`src/rtl/multicycle_ctrl.sv`:
```
// rtl/multicycle_ctrl.sv - multi-cycle FETCH/DECODE/EXEC/MEM/WB sequencer for the 4-bit-opcode CPU
//
// Purpose: steps each instruction through one state per cycle and drives the
// PC, IR, register-file, ALU and memory strobes. Memory accesses (FETCH, MEM)
// are held until mem_ready; a bounded wait counter turns a stuck memory into
// a sticky FAULT, as does an illegal opcode.
//
// Ports:
//   clk, rst            clock, synchronous active-high reset
//   opcode[3:0]         IR opcode field, stable from DECODE until next ir_write
//   zero                ALU zero flag (BEQ decision in EXEC)
//   mem_ready           memory completed the current request this cycle
//   state[2:0]          current state (FETCH=0 DECODE=1 EXEC=2 MEM=3 WB=4 FAULT=7)
//   pc_write, pc_src    PC load strobe and source (00 PC+1, 01 branch, 10 jump)
//   ir_write            IR load strobe
//   mem_req, mem_we     memory request (held until ready) and write qualifier
//   mem_addr_sel        memory address source (0 PC, 1 ALU result)
//   reg_write, reg_dst  register write strobe, destination (1 rd, 0 rt)
//   mem_to_reg          write-back source (1 memory data, 0 ALU result)
//   alu_op, alu_src     ALU operation (00 add 01 sub 10 and 11 or), B source
//   instr_done          one-cycle pulse on the last cycle of each instruction
//   fault               sticky fault indication

module multicycle_ctrl #(
    parameter int TIMEOUT = 15,
    parameter int CNT_W   = 8
) (
    input  logic       clk,
    input  logic       rst,
    input  logic [3:0] opcode,
    input  logic       zero,
    input  logic       mem_ready,
    output logic [2:0] state,
    output logic       pc_write,
    output logic [1:0] pc_src,
    output logic       ir_write,
    output logic       mem_req,
    output logic       mem_we,
    output logic       mem_addr_sel,
    output logic       reg_write,
    output logic       reg_dst,
    output logic       mem_to_reg,
    output logic [1:0] alu_op,
    output logic       alu_src,
    output logic       instr_done,
    output logic       fault
);

    typedef enum logic [2:0] {
        S_FETCH  = 3'd0,
        S_DECODE = 3'd1,
        S_EXEC   = 3'd2,
        S_MEM    = 3'd3,
        S_WB     = 3'd4,
        S_FAULT  = 3'd7
    } state_t;

    localparam logic [3:0] OP_LW  = 4'b0100;
    localparam logic [3:0] OP_SW  = 4'b0101;
    localparam logic [3:0] OP_BEQ = 4'b0110;
    localparam logic [3:0] OP_JMP = 4'b0111;

    // Count value in the last cycle a request may remain unanswered.
    localparam logic [CNT_W-1:0] LAST_WAIT = CNT_W'(TIMEOUT - 1);

    state_t             state_q, state_d;
    logic [CNT_W-1:0]   cnt_q, cnt_d;

    assign state = state_q;

    always_comb begin
        state_d      = state_q;
        cnt_d        = cnt_q;
        pc_write     = 1'b0;
        pc_src       = 2'b00;
        ir_write     = 1'b0;
        mem_req      = 1'b0;
        mem_we       = 1'b0;
        mem_addr_sel = 1'b0;
        reg_write    = 1'b0;
        reg_dst      = 1'b0;
        mem_to_reg   = 1'b0;
        alu_op       = 2'b00;
        alu_src      = 1'b0;
        instr_done   = 1'b0;
        fault        = 1'b0;

        case (state_q)
            S_FETCH: begin
                mem_req = 1'b1;
                if (mem_ready) begin
                    ir_write = 1'b1;
                    pc_write = 1'b1;
                    state_d  = S_DECODE;
                end else if (cnt_q == LAST_WAIT) begin
                    state_d = S_FAULT;
                end
            end
            S_DECODE: begin
                if (opcode[3]) begin
                    state_d = S_FAULT;
                end else if (opcode == OP_JMP) begin
                    pc_write   = 1'b1;
                    pc_src     = 2'b10;
                    instr_done = 1'b1;
                    state_d    = S_FETCH;
                end else begin
                    state_d = S_EXEC;
                end
            end
            S_EXEC: begin
                if (opcode[3:2] == 2'b00) begin
                    alu_op  = opcode[1:0];
                    state_d = S_WB;
                end else if (opcode == OP_LW || opcode == OP_SW) begin
                    alu_src = 1'b1;
                    state_d = S_MEM;
                end else if (opcode == OP_BEQ) begin
                    alu_op     = 2'b01;
                    instr_done = 1'b1;
                    state_d    = S_FETCH;
                    if (zero) begin
                        pc_write = 1'b1;
                        pc_src   = 2'b01;
                    end
                end else begin
                    // Opcode changed under us after DECODE; treat as illegal.
                    state_d = S_FAULT;
                end
            end
            S_MEM: begin
                mem_req      = 1'b1;
                mem_addr_sel = 1'b1;
                alu_src      = 1'b1;
                mem_we       = (opcode == OP_SW);
                if (mem_ready) begin
                    if (opcode == OP_SW) begin
                        instr_done = 1'b1;
                        state_d    = S_FETCH;
                    end else begin
                        state_d = S_WB;
                    end
                end else if (cnt_q == LAST_WAIT) begin
                    state_d = S_FAULT;
                end
            end
            S_WB: begin
                reg_write  = 1'b1;
                instr_done = 1'b1;
                reg_dst    = (opcode[3:2] == 2'b00);
                mem_to_reg = (opcode == OP_LW);
                state_d    = S_FETCH;
            end
            S_FAULT: begin
                fault = 1'b1;
            end
            default: begin
                state_d = S_FAULT;
            end
        endcase

        if (state_d != state_q) begin
            cnt_d = '0;
        end else if (!mem_ready && (state_q == S_FETCH || state_q == S_MEM)) begin
            cnt_d = cnt_q + CNT_W'(1);
        end

        // Reset aborts whatever is in flight: no strobe may escape this cycle.
        if (rst) begin
            state_d      = S_FETCH;
            cnt_d        = '0;
            pc_write     = 1'b0;
            pc_src       = 2'b00;
            ir_write     = 1'b0;
            mem_req      = 1'b0;
            mem_we       = 1'b0;
            mem_addr_sel = 1'b0;
            reg_write    = 1'b0;
            reg_dst      = 1'b0;
            mem_to_reg   = 1'b0;
            alu_op       = 2'b00;
            alu_src      = 1'b0;
            instr_done   = 1'b0;
            fault        = 1'b0;
        end
    end

    always_ff @(posedge clk) begin
        if (rst) begin
            state_q <= S_FETCH;
            cnt_q   <= '0;
        end else begin
            state_q <= state_d;
            cnt_q   <= cnt_d;
        end
    end

endmodule

```
`config.mk`:
```
export PLATFORM = sky130hd
export DESIGN_NAME = multicycle_ctrl
export DESIGN_NICKNAME = d
export VERILOG_FILES = /design/src/rtl/multicycle_ctrl.sv
export SDC_FILE = /design/constraint.sdc
export NUM_CORES = 1
export LEC_CHECK = 0
export ABC_CLOCK_PERIOD_IN_PS = 3000
export BUFFER_PORTS_ARGS = -buffer_cell sky130_fd_sc_hd__buf_2
export CAP_MARGIN = 30
export CORE_ASPECT_RATIO = 1.25
export CORE_MARGIN = 2
export CORE_UTILIZATION = 30
export CTS_CLUSTER_DIAMETER = 50
export DETAILED_ROUTE_END_ITERATION = 12
export PLACE_DENSITY = 0.62
export SKIP_LAST_GASP = 1
export SLEW_MARGIN = 20
export SYNTH_ARGS = -nofsm -noshare
export SYNTH_HDL_FRONTEND = slang
export SYNTH_SLANG_ARGS = --single-unit
```
`constraint.sdc`:
```
create_clock -name clk -period 3 [get_ports clk]
set_input_delay 0.3 -clock clk [delete_from_list [all_inputs] [get_ports clk]]
set_output_delay 0.3 -clock clk [all_outputs]
set_load 0.005 [all_outputs]
```
==> results_dict.tcl <==
set metrics [dict create \
    post_cts_resized 0 \
    top_usage_layer "met2" \
    use_met3_pct 4.04 \
    grt_max_degree 22 \
    clkLatencyLatePin_ps 260 \
    most-common-layout-cells "buf_2, nor2_1, nor3_1" \
    finClkSkew_ps 1.24 \
    clock-root-buffer "clkbuf_4" \
    grt_use_total_pct 15.0 \
    placed_cell_area_mm2 0.00109 \
    cts_buffers 3 \
    wl_per_cell_um 13.2 \
    crit_path_start "cnt_q[0]" \
    rr_startpoint "cnt_q[0]" \
    dieArea_mm2 0.00360 \
    synth.distinct_cells 44 \
    worst-path-max-fanout 8 \
    cts_tree "yes" \
    peakVddDrop_mv 0.466 \
    start_util_pct 31.6 \
    final_area_mm2 0.00112 \
    grt_pass1_wl_mm 4.11 \
    dp_cells 184 \
    max_freq_mhz 438 \
    status "completed" \
    synth_compound_area_share_pct 18.1 \
    required_ps 3110 \
    critPathTopFamily "simple AND/OR/NAND/NOR gates" \
    synth_simple_gate_area_share_pct 38.4 \
    dieHeight_um 66.6 \
    grt_pass1_vias 972 \
    nFillCells 330 \
    layout_commonest_cell "buf_2" \
    synthXorXnorAreaFrac_pct 7.45 \
    setup_viol_count_final 0 \
    numClockSinks 11 \
    hold_violations 0 \
    critPathCaptureType "register" \
    synth_area_um2 941 \
    p_leak_nw 0.483 \
    first_pass_iters 4 \
    htreeDepth 1 \
    maxCapViolations 0 \
    synth_top_family_by_area "simple AND/OR/NAND/NOR gates" \
    place.port_buffers 25 \
    met1_usage_pct 16.8 \
    powerDensity_mw_per_mm2 674 \
    maxSlewViolCount 0 \
    hold_buffers 0 \
    fin_cells 188 \
    min_period_ps 2280 \
    reg2reg_depth 7 \
    path_depth 7 \
    slew_headroom_pct 50.0 \
    synth_fa_ha_area_share_pct 2.66 \
    slowest_stage "mux2i_1" \
    diodes 0 \
    rsz0062_at_grt "no" \
    yosysSeqAreaShare_pct 23.4 \
    use_met2_pct 26.4 \
    synthMuxAreaShare_pct 3.19 \
    synth_nets 139 \
    synth_warnings 0 \
    crit_end "cnt_q[1]" \
    post-cts-setup-buffers 0 \
    wirelength_mm 2.48 \
    num_vias 1030 \
    hpwlAfterDp_mm 1.96 \
    gp_congestion 0.794 \
    num_rows 22 \
    final_layout_size_suffix_gt1_share_pct 23.7 \
    critical_path.max_stage_delay_ps 510 \
    pin_count 26 \
    die_width_um 54.1 \
    ant_nets 0 \
    holdCritPathClass "input port to register" \
    r2r_setup_slack_ps 720 \
    ys_seq_elements 11 \
    viasPerCell 5.48 \
    tns_ps 0 \
    synthCells 129 \
    drc 0 \
    synth_flop_cell "dfxtp_1" \
    worst-setup-path-type "register to register" \
    async_flop_share_pct 0 \
    r2r_end "cnt_q[1]" \
    cts.path.max_buffers 2 \
    grt-ovfl-total 0 \
    fin_crit_sh_pct 76.1 \
    synth-edff-count 0 \
    worstPathArrival_ps 2390 \
    worstMarginPinSlew_ps 744 \
    syn_avg_cell_area_um2 7.29 \
    coreArea_mm2 0.00297 \
    cp-start-kind "register" \
    antenna_found_initial 0 \
    finalNetCount 163 \
    area_growth_pct 18.9 \
    fin_util_pct 37.6 \
    drt_iter0_drc 29 \
    cp_num_buf_inv 1 \
    clkSlewWorstSetupHoldPaths_ps 60 \
    cp_cell_sequence "inv_1 > ha_1 > or4b_4 > nor3_1 > a21oi_1 > mux2i_1 > a2111oi_1" \
]
-- per-layer routing --
metal	wire (um)	vias up
met5	0	-
met4	34	0
met3	168	4
met2	1240	36
met1	1040	478
li1	-	512
-- synthesized netlist by cell type (2+ instances only) --
cell / instances / share of area, %
nor2_1: 18 / 7.2
nor3_1: 12 / 6.4
dfxtp_1: 11 / 23
inv_1: 8 / 3.2
nand2_1: 8 / 3.2
xor2_1: 7 / 6.5
clkbuf_1: 4 / 1.6
o21ai_0: 4 / 2.1
and3_1: 3 / 2.0
buf_2: 3 / 1.6
mux2i_1: 3 / 3.2
nand2b_1: 3 / 2.0
nand3_1: 3 / 1.6
nand4_1: 3 / 2.0
nor2b_1: 3 / 2.0
nor4_1: 3 / 2.0
a21oi_1: 2 / 1.1
a31oi_1: 2 / 1.3
and4_1: 2 / 1.9
ha_1: 2 / 2.7
o22ai_1: 2 / 1.3
-- through the flow --
step                worst slack, ps  power (W)  hold WS (ps)
floorplan                       883   0.000541           513
global placement                781   0.000656           528
detailed placement              695   0.000660           551
CTS                             686   0.000756           342
global route                    447   0.000826           357
finish                          718   0.000753           342
-- final cells by class --
class	count	area, um^2	share of cell area, %
multi-input combinational	102	657	58.7
tap	36	45.0	4.03
inverter	8	30.0	2.68
timing repair buffer	27	140	12.5
clock buffer	4	26.3	2.35
sequential	11	220	19.7
-- where the power goes --
part	switching [W]	leakage [nW]	total [W]	internal, W
sequential	0.0000542	0.0894	0.000222	0.000167
combinational	0.000260	0.378	0.000438	0.000178
clock	0.0000425	0.0150	0.0000938	0.0000513
total	0.000357	0.483	0.000753	0.000397
-- kinds of logic after synthesis --
family / Yosys count
compound gates: 22
xor+xnor: 8
fa+ha+maj: 2
buf+inv: 16
flops: 11
mux: 3
simple gates: 67
-- worst min-delay path by stage --
stage | from | endpoint | depth (start not counted)
6_report | rst | state[2] | 2
5_1_grt | rst | state[0] | 2
4_1_cts | rst | state[2] | 2
3_5_place_dp | cnt_q[1] | cnt_q[1] | 2
3_3_place_gp | cnt_q[1] | cnt_q[1] | 2
2_1_floorplan | cnt_q[1] | cnt_q[1] | 2
-- flip-flops by register name (all words and copies together) (netlist names) --
signal / flops
state: 3
cnt_q: 8
Note: power is estimated with default switching activity, not from simulation.
